===== src/rtl/game_scheduler.sv =====
// game_scheduler: frame-level sequencer producing game state, scroll offset,
// frame ticks, flap pulses and per-frame collision detection.
module game_scheduler #(
  parameter int H_TOT        = 800,
  parameter int V_TOT        = 525,
  parameter int H_VIS        = 640,
  parameter int V_VIS        = 480,
  parameter int SCROLL_MOD   = 640,
  parameter int SCROLL_STEP  = 2,
  parameter int DEATH_FRAMES = 60
) (
  input  logic                          iClk,
  input  logic                          iRstN,
  input  logic [$clog2(H_TOT)-1:0]      iCountH,
  input  logic [$clog2(V_TOT)-1:0]      iCountV,
  input  logic                          iDrawBird,
  input  logic                          iDrawPipe,
  input  logic                          iDrawGround,
  input  logic                          iFlap,
  output logic [1:0]                    oState,
  output logic [$clog2(SCROLL_MOD)-1:0] oScrollX,
  output logic                          oFrameTick,
  output logic                          oFlapFrame,
  output logic                          oCollision,
  output logic [15:0]                   oFrames
);
  localparam int HW = $clog2(H_TOT);
  localparam int VW = $clog2(V_TOT);
  localparam int SW = $clog2(SCROLL_MOD);
  localparam int DW = $clog2(DEATH_FRAMES + 1);

  typedef enum logic [1:0] {IDLE = 2'b00, RUN = 2'b01, DYING = 2'b10, OVER = 2'b11} state_t;

  state_t          state_q, state_d;
  logic [SW-1:0]   scroll_q, scroll_d;
  logic [15:0]     frames_q, frames_d;
  logic [DW-1:0]   death_q, death_d;
  logic            tick_q, tick_d;
  logic            flapf_q, flapf_d;
  logic            coll_q, coll_d;
  logic            pend_q, pend_d;
  logic            flap_prev_q, flap_prev_d;
  logic            eof, hit, rise;
  logic [SW:0]     scroll_sum;
  logic [SW-1:0]   scroll_adv;

  always_comb begin
    eof        = (iCountH == HW'(H_TOT - 1)) && (iCountV == VW'(V_TOT - 1));
    hit        = (iCountH < HW'(H_VIS)) && (iCountV < VW'(V_VIS)) && iDrawBird && (iDrawPipe || iDrawGround);
    rise       = iFlap && !flap_prev_q;
    // one extra bit so the sum can never wrap before the modulus compare
    scroll_sum = {1'b0, scroll_q} + (SW+1)'(SCROLL_STEP);
    scroll_adv = (scroll_sum >= (SW+1)'(SCROLL_MOD)) ? SW'(scroll_sum - (SW+1)'(SCROLL_MOD)) : scroll_sum[SW-1:0];
  end

  always_comb begin
    state_d     = state_q;
    scroll_d    = scroll_q;
    frames_d    = frames_q;
    death_d     = death_q;
    tick_d      = eof;
    flapf_d     = 1'b0;
    flap_prev_d = iFlap;
    // collision and flap state are consumed by the FSM before being cleared at the tick
    coll_d      = eof ? 1'b0 : (coll_q || hit);
    pend_d      = eof ? rise : (pend_q || rise);
    if (eof) begin
      case (state_q)
        IDLE: begin
          scroll_d = scroll_adv;
          if (pend_q) begin
            state_d  = RUN;
            frames_d = 16'd0;
            flapf_d  = 1'b1;
          end
        end
        RUN: begin
          if (coll_q) begin
            state_d = DYING;
            death_d = DW'(DEATH_FRAMES - 1);
          end else begin
            scroll_d = scroll_adv;
            frames_d = (frames_q == 16'hFFFF) ? frames_q : frames_q + 16'd1;
            flapf_d  = pend_q;
          end
        end
        DYING: begin
          if (death_q == '0) state_d = OVER;
          else death_d = death_q - DW'(1);
        end
        OVER: begin
          if (pend_q) begin
            state_d  = IDLE;
            scroll_d = '0;
          end
        end
        default: state_d = IDLE;
      endcase
    end
  end

  always_ff @(posedge iClk or negedge iRstN) begin
    if (!iRstN) begin
      state_q     <= IDLE;
      scroll_q    <= '0;
      frames_q    <= 16'd0;
      death_q     <= '0;
      tick_q      <= 1'b0;
      flapf_q     <= 1'b0;
      coll_q      <= 1'b0;
      pend_q      <= 1'b0;
      flap_prev_q <= 1'b0;
    end else begin
      state_q     <= state_d;
      scroll_q    <= scroll_d;
      frames_q    <= frames_d;
      death_q     <= death_d;
      tick_q      <= tick_d;
      flapf_q     <= flapf_d;
      coll_q      <= coll_d;
      pend_q      <= pend_d;
      flap_prev_q <= flap_prev_d;
    end
  end

  assign oState     = state_q;
  assign oScrollX   = scroll_q;
  assign oFrameTick = tick_q;
  assign oFlapFrame = flapf_q;
  assign oCollision = coll_q;
  assign oFrames    = frames_q;
endmodule


===== config.mk =====
export PLATFORM = sky130hd
export DESIGN_NAME = game_scheduler
export DESIGN_NICKNAME = d
export VERILOG_FILES = /design/src/rtl/game_scheduler.sv
export SDC_FILE = /design/constraint.sdc
export NUM_CORES = 1
export LEC_CHECK = 0
export BUFFER_PORTS_ARGS = -buffer_cell sky130_fd_sc_hd__buf_2
export CORE_ASPECT_RATIO = 1.5
export CORE_MARGIN = 8
export CORE_UTILIZATION = 56
export CTS_BUF_LIST = sky130_fd_sc_hd__clkbuf_2 sky130_fd_sc_hd__clkbuf_4 sky130_fd_sc_hd__clkbuf_8
export DETAILED_ROUTE_END_ITERATION = 8
export GPL_ROUTABILITY_DRIVEN = 0
export PLACE_DENSITY = 0.92
export RECOVER_POWER = 100
export SLEW_MARGIN = 20
export SYNTH_ARGS = -nofsm -noshare
export SYNTH_HDL_FRONTEND = slang
export SYNTH_SLANG_ARGS = --single-unit

===== constraint.sdc =====
create_clock -name iClk -period 2.7 [get_ports iClk]
set_input_delay 0.27 -clock iClk [delete_from_list [all_inputs] [get_ports iClk]]
set_output_delay 0.27 -clock iClk [all_outputs]
set_load 0.01 [all_outputs]

==> reports/results.ini, run 1 <==
[timing]
setup_viol = 0
period_needed_ps = 2570
fin_crit_sh_pct = 95.1
setup_tns_ps = 0
slew_headroom_pct = -31.9
final.setup.worst_slack_ps = 132
fmax_ghz = 0.389
worstMarginPinSlew_ps = 1980
drv_slew = 39
hold_viol_final = 0
fin_skew_ps = 12.9

[logic_synthesis]
synth.distinct_cells = 56
yosysSeqAreaShare_pct = 38.4
syn-num-nets = 310
synth_area_mm2 = 0.00247
synth_seq_cells = 38
synth.avg_cell_area_um2 = 9.03
synth_edf_count = 0
async_flop_share_pct = 100
synthCells = 274
synth_warnings = 0
synth_top_flop_cell = dfrtp_1

[die]
start_util_pct = 58.3
fp.coreArea_mm2 = 0.00425
num_rows = 29
die_h_um = 97.4
die_area_mm2 = 0.00685
die_x_um = 70.3
pin_count = 57

[final_layout]
layout-drive-gt1-share_pct = 15.3
fin_cells = 380
layout_common_cells = dfrtp_1, nor2_1, clkbuf_1
nets = 369
syn2layout_area_growth_pct = 17.1
final_util_pct = 68.3
final_common_cell = dfrtp_1
n_antenna_cell = 0

[routing]
route.detailed.drc = 0
first_pass_iters = 4
wl_per_cell_um = 16.7
route.final.wire_length_um = 6340
ant_nets = 0
viasPerCell = 6.09
vias = 2314
drt_iter0_drc = 75

[worst_setup_path]
cpPeakStageDelay_ps = 450
path_class = reg -> reg
path_max_fanout = 7
crit_slowest_cell = dfrtp_1
end_kind = flip-flop
cp-start-kind = flip-flop
crit_arrival_ps = 2800
crit_chain = ha_1, and4_1, nand2_1, xor2_2, ha_2, nor2_1, a32o_1, a22o_1, nor4bb_1, o21bai_1, nand3_1
crit_required_ps = 2930

[cts]
clk_path_buf_depth = 2
insertion_delay_ps = 300
cts_resized = 0
cts_buffers = 5
root_buffer = clkbuf_8
cts_tree = built
clock_sinks = 38
htreeDepth = 2
cts_hold_buf = 0
cts.clk_slew.worst_paths_ps = 80
cts_setup_buffers = 0

[global_routing]
grt_pass1_vias = 2336
grt_first_pass_wirelength_um = 10600
antenna_found_initial = 0
grt_overflow_total = 0
grtUsageTotal_pct = 18.5
grt_max_degree = 39

[outcome]
status = finished with violations
violations = capacitance limit, slew limit

[place]
place_ws_ps = 135
dp.cells = 372
dp_hpwl_um = 4710
port_buffers = 55

[power_and_ir_drop]
p_leak_nw = 1.20
power_density_mw_per_mm2 = 418
vdd_ir_drop_max_mv = 0.709

[job]
maxCapViolations = 1

[min_path]
worstHoldPathType = in -> reg

==> logic make-up after synthesis <==
logic type                 count (synthesis)  synth area share [%]
xor gates and xnor gates                  18                  6.37
and+or+nand+nor                          137                  32.2
other                                      1                 0.152
AOI/OAI and AO/OA                         47                  13.0
buffers and inverters                     20                  3.54
muxes                                      3                  1.26
adders and majority gates                 10                  5.06
DFF                                       38                  38.4
==> critical path, delay by kind of cell, from the launching register on <==
| kind | cells | cell delay, ps |
|---|---|---|
| AND/OR/NAND/NOR | 5 | 780 |
| XOR/XNOR | 1 | 210 |
| flip-flops | 1 | 450 |
| adder cells (fa/ha/maj) | 2 | 480 |
| AO/OA/AOI/OAI | 3 | 600 |
==> final timing paths <==
path                       cells past startpoint  slack (ps)          end        start
setup / recovery                              11         130  oScrollX[7]  oScrollX[1]
hold / removal                                 1         120  flap_prev_q        iFlap
setup reg to reg                              11         130  oScrollX[7]  oScrollX[1]
hold reg to reg                                1         420       pend_q  flap_prev_q
max in group asynchronous                      1         910  oScrollX[2]        iRstN
min in group asynchronous                      1         520  oFrames[13]        iRstN
==> metrics by stage <==
| step | hold slack, ps | instance area, µm² | total power [mW] |
|---|---|---|---|
| after floorplan | -25.6 | 2470 | 0.591 |
| after global placement | 406 | 2800 | 0.622 |
| after detailed placement | 403 | 2800 | 0.624 |
| after CTS | 91.6 | 2950 | 1.22 |
| after global routing | 108 | 2900 | 1.25 |
| final | 121 | 2900 | 1.21 |
==> routing by layer <==
metal  routed length (µm)  up-vias  track usage [%]
met5                    0        -                0
met4                  155        0             9.01
met3                  312       15             5.11
met2                 3490       67             34.1
met1                 2390     1114             18.0
li1                     -     1118                -
==> state kept, by name, summed over array words and instances (netlist names) <==
signal and count:
oCollision 1, oFlapFrame 1, death_q 6, pend_q 1, flap_prev_q 1, oFrameTick 1
oScrollX 9, oFrames 16, oState 2
==> area by class of cell <==
class,instances,area [µm²]
multi-input cells,216,1430
repair buffers,60,269
flip-flops and latches,38,952
clock inverters,2,60.1
clock buffers,6,82.6
inverters,12,45.0
well taps,46,57.6
fillers,353,1350
==> power by group <==
part,internal [mW],switching (mW)
logic,0.0178,0.0235
registers,0.570,0.000354
clock network,0.394,0.207
==> synthesized netlist by cell type, types with 4 or more instances <==
library cell,instances,area share [%]
nor3_1,7,1.4
clkbuf_1,5,0.76
nand2_1,21,3.2
ha_1,10,5.1
nor2_1,31,4.7
nand3_1,18,3.6
nor4bb_1,9,3.6
nand4_1,14,3.5
or3_1,4,1.0
a21oi_1,7,1.4
dfrtp_1,38,38
o21ai_0,17,3.4
inv_1,12,1.8
xor2_1,15,5.3
No activity file was read; power rests on OpenSTA's default activity.
==> run 2: changes to the inputs <==
--- a/config.mk
+++ b/config.mk
@@ -9,9 +9,9 @@
 export CORE_ASPECT_RATIO = 1.5
 export CORE_MARGIN = 8
-export CORE_UTILIZATION = 56
+export CORE_UTILIZATION = 51
 export CTS_BUF_LIST = sky130_fd_sc_hd__clkbuf_2 sky130_fd_sc_hd__clkbuf_4 sky130_fd_sc_hd__clkbuf_8
 export DETAILED_ROUTE_END_ITERATION = 8
 export GPL_ROUTABILITY_DRIVEN = 0
-export PLACE_DENSITY = 0.92
+export PLACE_DENSITY = 0.89
 export RECOVER_POWER = 100
 export SLEW_MARGIN = 20
==> constraint.sdc (replaced) <==
create_clock -name iClk -period 2.35 [get_ports iClk]
set_input_delay 0.3525 -clock iClk [delete_from_list [all_inputs] [get_ports iClk]]
set_output_delay 0.3525 -clock iClk [all_outputs]
set_load 0.01 [all_outputs]
==> reports/results.ini, run 2 (same netlist as run 1, synthesis figures left out) <==
[timing]
rsz0062_at_grt = yes
worstMarginPinSlew_ps = 941  ; -1040 ps
fmax_ghz = 0.425  ; +9.2%
drv_slew = 0  ; -100%
fin_crit_sh_pct = 100  ; +4.9 points
slew_headroom_pct = 37.3  ; +69 points
final.setup.worst_slack_ps = -0.930  ; -133 ps
period_needed_ps = 2350  ; -217 ps
hold_viol_final = 0  ; unchanged
setup_tns_ps = -0.930  ; -0.930 ps
fin_skew_ps = 9.96  ; -2.93 ps
setup_viol = 1  ; +1

[final_layout]
nets = 387  ; +4.9%
final_area_mm2 = 0.00301  ; +3.8%
syn2layout_area_growth_pct = 21.6
largest_reg_flops = 16  ; unchanged
n_antenna_cell = 0  ; unchanged
final_common_cell = dfrtp_1
layout-drive-gt1-share_pct = 22.2  ; +7.0 points
final_util_pct = 63.1  ; -5.2 points
layout_common_cells = dfrtp_1, buf_2, nor2_1

[routing]
wl_per_cell_um = 15.6  ; -6.7%
viasPerCell = 5.72  ; -6.1%
route.detailed.drc = 0  ; unchanged
ant_nets = 0  ; unchanged
vias = 2385  ; +3.1%
first_pass_iters = 4  ; unchanged
drt_iter0_drc = 150  ; +100%
route.final.wire_length_um = 6500  ; +2.4%

[worst_setup_path]
reg2reg_depth = 8  ; -3
regToRegSetupSlack_ps = -0.9  ; -130 ps
cpPeakStageDelay_ps = 570  ; +120 ps
crit_slowest_cell = or4b_1
crit_arrival_ps = 2520  ; -280 ps
timing.rr.end = oFrames[15]
rr_startpoint = oState[0]
crit_chain = inv_1, ha_1, mux2i_1, or4b_1, a2111oi_4, nand4_1, xnor2_1, nor2_1
path_class = reg -> reg
crit_required_ps = 2520  ; -410 ps
cp-start-kind = flip-flop
path_max_fanout = 4  ; -3
end_kind = flip-flop

[power_and_ir_drop]
clockPowerShare_pct = 37.7  ; -12 points
netSwitchingPower_uw = 252  ; +9.3%
switching_share_pct = 22.4  ; +3.3 points
combPwrFrac_pct = 4.1  ; +0.7 points
seqPwrFrac_pct = 58.2  ; +11 points
power.total_mw = 1.13  ; -7.1%
intPower_uw = 874  ; -11%
p_leak_nw = 1.26  ; +5.4%
vdd_ir_drop_max_mv = 0.313  ; -56%
power_density_mw_per_mm2 = 374  ; -11%

[cts]
clock_sinks = 38  ; unchanged
cts.clk_slew.worst_paths_ps = 70  ; about the same
root_buffer = clkbuf_8
cts_buffers = 5  ; unchanged
insertion_delay_ps = 290  ; about the same
clk_path_buf_depth = 2  ; unchanged
cts_tree = built
htreeDepth = 2  ; unchanged

[die]
fp.coreArea_mm2 = 0.00477  ; +12%
die_h_um = 101  ; +4.0%
pin_count = 57  ; unchanged
num_rows = 31  ; +6.9%
start_util_pct = 51.9  ; -6.4 points
die_x_um = 72.9  ; +3.7%
die_area_mm2 = 0.00738  ; +7.8%

[global_routing]
grt_overflow_total = 0  ; unchanged
grtUsageTotal_pct = 18.2  ; -0.33 points
grt_pass1_vias = 2414  ; +3.3%
antenna_found_initial = 0  ; unchanged
grt_first_pass_wirelength_um = 10800  ; +2.3%
grt_max_degree = 39  ; unchanged

[place]
place_ws_ps = -17.8  ; -153 ps
placed_area_mm2 = 0.00297  ; +6.0%
dp_hpwl_um = 4960  ; +5.2%
port_buffers = 55  ; unchanged

[min_path]
worstHoldPathType = in -> async

[outcome]
violations = setup timing
status = finished with violations

[job]
maxCapViolations = 0  ; -1

## run 2: cell count changes in the layout (fill, tap and decap cells not counted), sizes merged
cell      previous run  this run
inv                 12        11
clkbuf              37        34
buf                 29        49
bufinv               2         0
clkinvlp             0         1
clkinv               0         2
## run 2: metrics by stage
step	hold slack, ps	instances
6_report	198	417
5_1_grt	200	417
4_1_cts	190	417
3_5_place_dp	448	409
3_3_place_gp	416	409
2_1_floorplan	56.9	274
## run 2: layout make-up
| type | count | area [µm²] |
|---|---|---|
| Clock buffer | 5 | 68.8 |
| Clock inverter | 2 | 10.0 |
| Fill cell | 434 | 1760 |
| Inverter | 12 | 46.3 |
| Multi-Input combinational cell | 216 | 1450 |
| Sequential cell | 38 | 953 |
| Tap cell | 66 | 82.6 |
| Timing Repair Buffer | 78 | 395 |
## run 2: power by group through the flow
stage / combinational (mW) / sequential [mW] / clock (mW)
floorplan: 0.0109 / 0.668 / 0
global placement: 0.0474 / 0.668 / 0
detailed placement: 0.0491 / 0.668 / 0
CTS: 0.0491 / 0.655 / 0.438
global route: 0.0535 / 0.655 / 0.465
finish: 0.0466 / 0.655 / 0.424
## run 2: worst max path at each step
stage / start / endpoint / slack [ps] / cells after the start
2_1_floorplan: oState[1] / oFrames[15] / 0.7 / 9
3_3_place_gp: oScrollX[1] / oScrollX[7] / 100 / 11
3_5_place_dp: oScrollX[1] / oScrollX[7] / -20 / 11
4_1_cts: oScrollX[1] / oScrollX[7] / 3 / 11
5_1_grt: oState[0] / oFrames[15] / -120 / 8
6_report: oState[0] / oFrames[15] / -0.9 / 8
## run 2: worst max-delay path: cells and delay by family, from the launching register on
family	cells	cell delay (ps)
flip-flops	1	380
adder cells (fa/ha/maj)	1	230
multiplexers	1	160
AND/OR/NAND/NOR	3	830
buffers and inverters	1	90
XOR/XNOR	1	230
AO/OA/AOI/OAI	1	320
## run 2: layer usage
layer	GRT usage (%)	up-vias	wire length (µm)
met2	32.4	68	3530
li1	-	1152	-
met5	0	-	0
met1	19.9	1148	2530
met3	3.77	17	299
met4	8.20	0	142
## run 2: repair_timing
action / in CTS / in global routing
endpoints found under the setup margin: 1 / 7
setup buffers: 1 / 0
hold buffers: 0 / 0
pin swaps: 1 / 2
gates resized for setup: 0 / 4
